File: config.mk
export PLATFORM = sky130hd
export DESIGN_NAME = sysarr_feeder
export DESIGN_NICKNAME = d
export VERILOG_FILES = /design/src/rtl/sysarr_pkg.sv /design/src/rtl/sysarr_opbuf.sv /design/src/rtl/sysarr_feeder.sv
export SDC_FILE = /design/constraint.sdc
export NUM_CORES = 2
export LEC_CHECK = 0
export ABC_CLOCK_PERIOD_IN_PS = 19100
export BUFFER_PORTS_ARGS = -buffer_cell sky130_fd_sc_hd__buf_4
export CAP_MARGIN = 20
export CORE_UTILIZATION = 50
export DETAILED_ROUTE_END_ITERATION = 10
export GPL_TIMING_DRIVEN = 0
export PLACE_DENSITY_LB_ADDON = 0.1
export SLEW_MARGIN = 20
export SYNTH_ARGS = -nofsm -noshare
export SYNTH_HDL_FRONTEND = slang
export SYNTH_SLANG_ARGS = --single-unit
File: constraint.sdc
create_clock -name clk -period 19.1 [get_ports clk]
set_clock_uncertainty 0.05 [all_clocks]
set_input_delay 3.82 -clock clk [delete_from_list [all_inputs] [get_ports clk]]
set_output_delay 3.82 -clock clk [all_outputs]
set_load 0.1 [all_outputs]
File: src/rtl/sysarr_pkg.sv
// Shared types and constants for the systolic-array operand feeder.
package sysarr_pkg;

  typedef enum logic [1:0] {
    IDLE = 2'd0,
    LOAD = 2'd1,
    RUN  = 2'd2
  } state_t;

  localparam int WORD_W      = 32;
  localparam int DEF_N       = 4;
  localparam int DEF_RUN_LEN = 20;
  localparam int FLG_W       = 7;

endpackage

File: src/rtl/sysarr_opbuf.sv
// n-slot operand beat bank: indexed write, indexed read with zero-fill past slot n-1.
module sysarr_opbuf
  import sysarr_pkg::*;
#(
  parameter int N = WORD_W - 1,
  parameter int n = DEF_N
) (
  input  logic                 clk,
  input  logic                 we,
  input  logic [FLG_W-1:0]     widx,
  input  logic [(N+1)*n-1:0]   wdata,
  input  logic [FLG_W-1:0]     ridx,
  output logic [(N+1)*n-1:0]   rdata
);

  localparam int BW = (N + 1) * n;
  localparam int IW = (n > 1) ? $clog2(n) : 1;

  logic [BW-1:0] mem [n];

  // Operand storage is data-only; it carries no reset.
  always_ff @(posedge clk) begin
    if (we && ({1'b0, widx} < 8'(n)))
      mem[widx[IW-1:0]] <= wdata;
  end

  always_comb begin
    rdata = '0;
    if ({1'b0, ridx} < 8'(n))
      rdata = mem[ridx[IW-1:0]];
  end

endmodule

File: src/rtl/sysarr_feeder.sv
// Collects n operand beats for A and B, then streams RUN_LEN indexed beats
// (loaded data followed by zero padding) into the systolic array.
module sysarr_feeder
  import sysarr_pkg::*;
#(
  parameter int N       = WORD_W - 1,
  parameter int n       = DEF_N,
  parameter int RUN_LEN = DEF_RUN_LEN
) (
  input  logic                 clk,
  input  logic                 rst,
  input  logic                 clr,
  input  logic                 in_valid,
  output logic                 in_ready,
  input  logic [(N+1)*n-1:0]   in_a,
  input  logic [(N+1)*n-1:0]   in_b,
  input  logic                 stall,
  output logic [(N+1)*n-1:0]   arr1,
  output logic [(N+1)*n-1:0]   arr2,
  output logic [FLG_W-1:0]     flg,
  output logic                 out_valid,
  output logic                 done
);

  localparam int BW = (N + 1) * n;
  localparam int IW = (n > 1) ? $clog2(n) : 1;
  localparam logic [IW-1:0]    LAST_SLOT = IW'(n - 1);
  localparam logic [FLG_W-1:0] LAST_BEAT = FLG_W'(RUN_LEN - 1);

  state_t           state;
  logic [IW-1:0]    lcnt;
  logic             accept;
  logic             last_load;
  logic [FLG_W-1:0] ridx;
  logic [BW-1:0]    rd_a, rd_b;
  logic [BW-1:0]    first_a, first_b;

  assign in_ready  = (state != RUN);
  assign accept    = in_valid && in_ready && !clr;
  assign last_load = accept && (lcnt == LAST_SLOT);

  // Read one beat ahead while running; slot 0 is fetched when the load completes.
  assign ridx = (state == RUN) ? flg + FLG_W'(1) : '0;

  // With a single slot the first beat is still being written, so bypass it.
  assign first_a = (n == 1) ? in_a : rd_a;
  assign first_b = (n == 1) ? in_b : rd_b;

  sysarr_opbuf #(.N(N), .n(n)) u_buf_a (
    .clk   (clk),
    .we    (accept),
    .widx  (FLG_W'(lcnt)),
    .wdata (in_a),
    .ridx  (ridx),
    .rdata (rd_a)
  );

  sysarr_opbuf #(.N(N), .n(n)) u_buf_b (
    .clk   (clk),
    .we    (accept),
    .widx  (FLG_W'(lcnt)),
    .wdata (in_b),
    .ridx  (ridx),
    .rdata (rd_b)
  );

  always_ff @(posedge clk or posedge rst) begin
    if (rst) begin
      state     <= IDLE;
      lcnt      <= '0;
      flg       <= '0;
      out_valid <= 1'b0;
      done      <= 1'b0;
      arr1      <= '0;
      arr2      <= '0;
    end else begin
      done <= 1'b0;
      if (clr) begin
        state     <= IDLE;
        lcnt      <= '0;
        flg       <= '0;
        out_valid <= 1'b0;
        arr1      <= '0;
        arr2      <= '0;
      end else begin
        case (state)
          IDLE, LOAD: begin
            if (accept) begin
              if (last_load) begin
                state     <= RUN;
                lcnt      <= '0;
                flg       <= '0;
                out_valid <= 1'b1;
                arr1      <= first_a;
                arr2      <= first_b;
              end else begin
                state <= LOAD;
                lcnt  <= lcnt + IW'(1);
              end
            end
          end
          RUN: begin
            if (!stall) begin
              if (flg == LAST_BEAT) begin
                state     <= IDLE;
                flg       <= '0;
                out_valid <= 1'b0;
                arr1      <= '0;
                arr2      <= '0;
                done      <= 1'b1;
              end else begin
                flg  <= flg + FLG_W'(1);
                arr1 <= rd_a;
                arr2 <= rd_b;
              end
            end
          end
          default: state <= IDLE;
        endcase
      end
    end
  end

endmodule

## Yosys cells after proc, flatten, opt, wreduce, memory -nomap -nowiden

Memories as Yosys holds them, arrays and structs flattened.
Index checks and enable logic that the tools add are counted.

| operators by class | value |
|---|---|
| $add $sub $neg | 2 |
| order comparisons | 2 |
| eq/ne operators | 9 |
| muxes and demuxes | 43 |
| reduce and logical (&&, ||, !) cells | 14 |

Operators with widths:

| cell | count |
|---|---|
| two-way mux 128 bit | 12 |
| case mux 128 bit (2 select lines) | 2 |
| two-way mux 7 bit | 6 |
| two-way mux 2 bit | 9 |
| case mux 7 bit (2 select lines) | 1 |
| two-way mux 1 bit | 11 |
| != test 3 bit (second input constant) | 3 |
| adder 7 x 1 -> 7 bit (second input constant) | 1 |
| equality test 7 x 5 -> 1 bit (second input constant) | 1 |
| < comparator 7 x 3 -> 1 bit (second input constant) | 1 |
| AND reduction 5 bit | 1 |
| equality test 2 bit (second input constant) | 2 |
| logical AND 1 bit | 4 |
| case mux 2 bit (2 select lines) | 1 |
| AND reduction 4 bit | 1 |
| nonzero test 2 bit | 2 |
| < comparator 2 x 3 -> 1 bit (second input constant) | 1 |
| != test 3 x 2 -> 1 bit (second input constant) | 1 |
| AND reduction 3 bit | 1 |
| nonzero test 3 bit | 1 |
| adder 2 x 1 -> 2 bit (second input constant) | 1 |
| equality test 2 x 1 -> 1 bit (second input constant) | 1 |
| logical NOT 2 bit | 1 |
| != test 2 bit (second input constant) | 1 |
| 4 further kinds | 4 |

| word-level totals | value |
|---|---|
| register bits | 269 |
| memory bits (writable) | 1024 |
| input port bits | 261 |
| output and inout bits | 266 |
| word-level logic and storage cells | 79 |
| memories | 2 |

Memory list:

| memory | depth | width | rd ports | clocked after Yosys merged registers in | write ports | line | text |
|---|---|---|---|---|---|---|---|
| u_buf_a.mem | 4 | 128 | 1 | 0 | 1 | sysarr_opbuf.sv:19 | `logic [BW-1:0] mem [n];` |
| u_buf_b.mem | 4 | 128 | 1 | 0 | 1 | sysarr_opbuf.sv:19 |  |

## Longest topological paths before layout

| logic depth | value |
|---|---|
| depth in word-level cells | 8 |
| gate-level depth with buffers | 9 |
| depth with buffers taken out | 6 |

## Modules after synthesis

From an unflattened synthesis, not the netlist that was laid out.

| second synthesis, totals | value |
|---|---|
| cell total of the unflattened synthesis | 2857 |
| area, all modules | 51637.0 um^2 |

By module, submodules not included:

| module | times used | cells an instance | area each (um^2) | sequential area each (um^2) |
|---|---|---|---|---|
| sysarr_opbuf | 2 | 833 | 19787.7 | 15374.7 |
| sysarr_feeder | 1 | 1191 | 12061.6 | 6731.5 |

## Worst setup path after synthesis

Ideal clock, no wire load.

| path | value |
|---|---|
| kind | input to register |
| start | input port clr |
| end | memory u_buf_a.mem[0][0] in the netlist's numbering, enable pin |
| setup time | 0.650 ns |
| data arrival time | 10.125 ns |
| required time | 18.400 ns |
| slack | 8.275 ns |
| stages | 4 |
| path buffers | 1 |
| cell sequence | clkbuf_1 inv_1 and3_1 and2_1 |

| on the way | value |
|---|---|
| longest elaborated chain between the ends | 5 |

RTL lines:

| what | line | text |
|---|---|---|
| from (decl) | sysarr_feeder.sv:12 | `input logic clr,` |
| logical NOT 1 bit | sysarr_feeder.sv:39 | `assign accept = in_valid && in_ready && !clr;` |
| logical AND 1 bit | sysarr_feeder.sv:39 |  |
| logical AND 1 bit | sysarr_opbuf.sv:23 | `if (we && ({1'b0, widx} < 8'(n)))` |
| two-way mux 1 bit | sysarr_opbuf.sv:23 |  |
| two-way mux 1 bit (not written as such) | sysarr_opbuf.sv:24 | `mem[widx[IW-1:0]] <= wdata;` |
| to (decl) | sysarr_opbuf.sv:19 |  |

No other way between the ends.

## Final worst setup path

| path | value |
|---|---|
| start | register state[1] |
| end | output port in_ready |

| on the way | value |
|---|---|
| longest elaborated chain between the ends | 1 |

RTL lines:

| what | line | text |
|---|---|---|
| from (decl) | sysarr_feeder.sv:30 | `state_t state;` |
| from (signal assigned) | sysarr_feeder.sv:69 | `state <= IDLE;` |
| from (signal assigned) | sysarr_feeder.sv:79 | `state <= IDLE;` |
| from (signal assigned) | sysarr_feeder.sv:90 | `state <= RUN;` |
| != test 2 bit | sysarr_feeder.sv:38 | `assign in_ready = (state != RUN);` |
| to (decl) | sysarr_feeder.sv:14 | `output logic in_ready,` |

No other way between the ends.

==> impl_results.md <==
- Top Family by Delay on Critical Path: buffers and inverters
- Rows: 116
- Antenna Nets Post-Route: 0
- Final hold viol count: 0
- Synth warn: 0
- Postcts setup bufs: 0
- Share of layout cells above drive strength 1: 0.183
- Worst setup EP type: primary output
- # setup viols final: 0
- Drt total wl: 139000 µm
- Crit-path max cell delay: 0.51 ns
- Final #Nets: 4638
- Hold Buf Count CTS: 0
- Hold Crit Class: flip-flop to flip-flop
- DR iter-0 viols: 2726
- H-tree levels: 4
- Most frequent cells in the layout: edfxtp_1, buf_4, nand2_1
- Final worst-path cycle share: 0.363
- Buffers added on ports: 525
- Starting density of the core: 0.505
- Max Clk Rate: 144 MHz
- Max-cap check violation count: 0
- Synth Area per Inst: 13.7 µm²
- Fin crit period: 6.93 ns
- CTS tree: done
- DP Wirelength: 90200 µm
- Syn Inst Count: 3677
- Placed cells: 5529
- Outcome: completed
- Unrepaired setup endpoints after global routing: false
- DRT Pass-1 Iters: 5
- Arr. time, crit path: 3.06 ns
- Max stage delay cell, worst path: clkbuf_2
- Commonest non-fill, non-tap cell in the layout: edfxtp_1
- Post-CTS sizing: 0
- Leak: 22.5 nW
- Via density per instance: 5.65
- Worst-Margin Slew: 1.24 ns
- Netlist cell types: 40
- Power per cell area: 98.2 nW/µm²
- Final worst slack: 12.17 ns
- Vias in the first global route: 32.0k
- Die area: 102000 µm²
- Final Non-Filler Cells: 5805
- Global-route wire length before repair: 205000 µm
- Mapped Nets: 3943
- Total grt overflow: 0
- Slew Viols, Final: 0
- Filler cells: 7751
- Area grow syn2layout: 21.6%
- # IOs: 527
- CP required: 15.23 ns
- Die height: 320 µm
- RD Place Congestion: 0.822
- #FFs+latches synth: 1293
- WL per Instance: 24.0 µm
- Worst vdd ir: 0.0000764 V
- Die X-Extent: 320 µm
- CTS buffer count: 139
- Startpoint Class: flip-flop
- DRC: 0
- Largest net degree at the start of global routing: 90
- CP max FO: 10
- Post-synthesis sequential area ratio: 0.742
- Max_slew headroom: 0.174
- Cell Chain, Critical Path: nor2b_1, buf_2, inv_2, clkbuf_2, clkbuf_1, buf_4
- CTS Sinks: 1293
- Setup WS pre-CTS: 12.38 ns
- CTS root buffer: clkbuf_16
- Total vias in the final route: 32.8k
- CP bufs+invs: 5
- Final setup TNS: 0 ns
- Total GRT Usage: 0.271
- Mapped Area: 50500 µm²
- Core area: 100000 µm²
- Clock latency at the later pin of the worst-skew pair: 0.76 ns
- Initial antenna violation count: 32
- Bufs on Longest Clock Path: 3
- Worst-path clk slew: 0.06 ns
- WS Path Type: flip-flop to primary output
==> worst paths after layout <==
check                              start                   to  slack, ns  depth (start not counted)
worst max-delay path            state[1]             in_ready      12.17                          6
worst min-delay path            arr2[29]             arr2[29]       0.43                          2
worst max register to register  state[1]  u_buf_b.mem[3][103]      14.84                         11
worst min register to register  arr2[29]             arr2[29]       0.43                          2
max in group asynchronous            rst            arr2[100]      14.59                          4
min in group asynchronous            rst             arr1[98]       3.01                          2
==> stage by stage <==
stage,power [mW],hold WS (ns),util,instance area (µm²)
floorplan,3.31,0.382,-,50500
global placement,3.44,0.413,0.560,56100
detailed placement,3.43,0.406,0.568,56800
CTS,6.08,0.432,0.613,61400
global route,6.20,0.454,0.614,61500
finish,6.04,0.426,0.614,61500
==> metal layers <==
metal	part of all wire	wire [µm]	global-route usage	vias up
met2	0.48	67100	0.434	1144
met1	0.41	57000	0.357	16286
met3	0.081	11300	0.0728	261
li1	-	-	-	15057
met4	0.028	3860	0.0956	34
met5	0.0015	215	0	-
==> tightest hold or removal path: cells and delay by family, from the launching register on <==
kind               cells  cell delay, ns
AOI/OAI and AO/OA      1            0.06
DFF                    1            0.34
and+or+nand+nor        1            0.05
==> power breakdown <==
group	internal [mW]	switching, mW	total (mW)
combinational	0.0797	0.169	0.249
sequential	3.11	0.0201	3.13
clock	1.58	1.08	2.66
total	4.76	1.27	6.04
==> cells in the mapped netlist (all sizes together) <==
master / instances / area share
o211a: 1 / 0.00020
a211o: 1 / 0.00017
inv: 264 / 0.020
nor4: 1 / 0.00012
mux2i: 258 / 0.051
nand2b: 4 / 0.00050
nand2: 519 / 0.039
edfxtp: 1024 / 0.61
ha: 5 / 0.0012
o21ai: 266 / 0.026
a21oi: 259 / 0.026
a21o: 2 / 0.00030
dfrtp: 269 / 0.13
or2: 2 / 0.00025
clkbuf: 233 / 0.018
o211ai: 2 / 0.00030
a31oi: 1 / 0.00012
nor2: 6 / 0.00050
nor3b: 1 / 0.00015
or3: 1 / 0.00012
buf: 25 / 0.0024
nor2b: 1 / 0.00012
nand3: 4 / 0.00040
o22ai: 1 / 0.00012
xnor2: 1 / 0.00017
nand3b: 1 / 0.00015
o221ai: 256 / 0.044
a2111oi: 1 / 0.00030
and3: 2 / 0.00025
nor3: 260 / 0.026
or4: 1 / 0.00022
a22oi: 1 / 0.00015
and2: 4 / 0.00050
==> registers in the layout (all words and copies together) (netlist names) <==
name / flops
arr1: 128
arr2: 128
done: 1
flg: 7
lcnt: 2
out_valid: 1
state: 2
u_buf_a.mem: 512
u_buf_b.mem: 512
==> final cells by class <==
| type | instances | area (µm²) | share of cell area |
|---|---|---|---|
| Clock buffer | 198 | 4070 | 0.0662 |
| Buffer | 258 | 1040 | 0.0169 |
| Timing Repair Buffer | 554 | 4670 | 0.0760 |
| Sequential cell | 1293 | 37500 | 0.610 |
| Clock inverter | 61 | 497 | 0.00808 |
| Antenna cell | 17 | 42.5 | 0.000692 |
| Multi-Input combinational cell | 1862 | 11000 | 0.180 |
| Inverter | 264 | 998 | 0.0162 |
| Tap cell | 1298 | 1620 | 0.0264 |
==> kinds of logic after synthesis <==
group | synth area share
compound gates | 0.0982
xor+xnor | 0.000173
fa+ha+maj | 0.00124
buf+inv | 0.0400
flops | 0.742
mux | 0.0511
simple gates | 0.0676
Note: power is estimated with default switching activity, not from simulation.
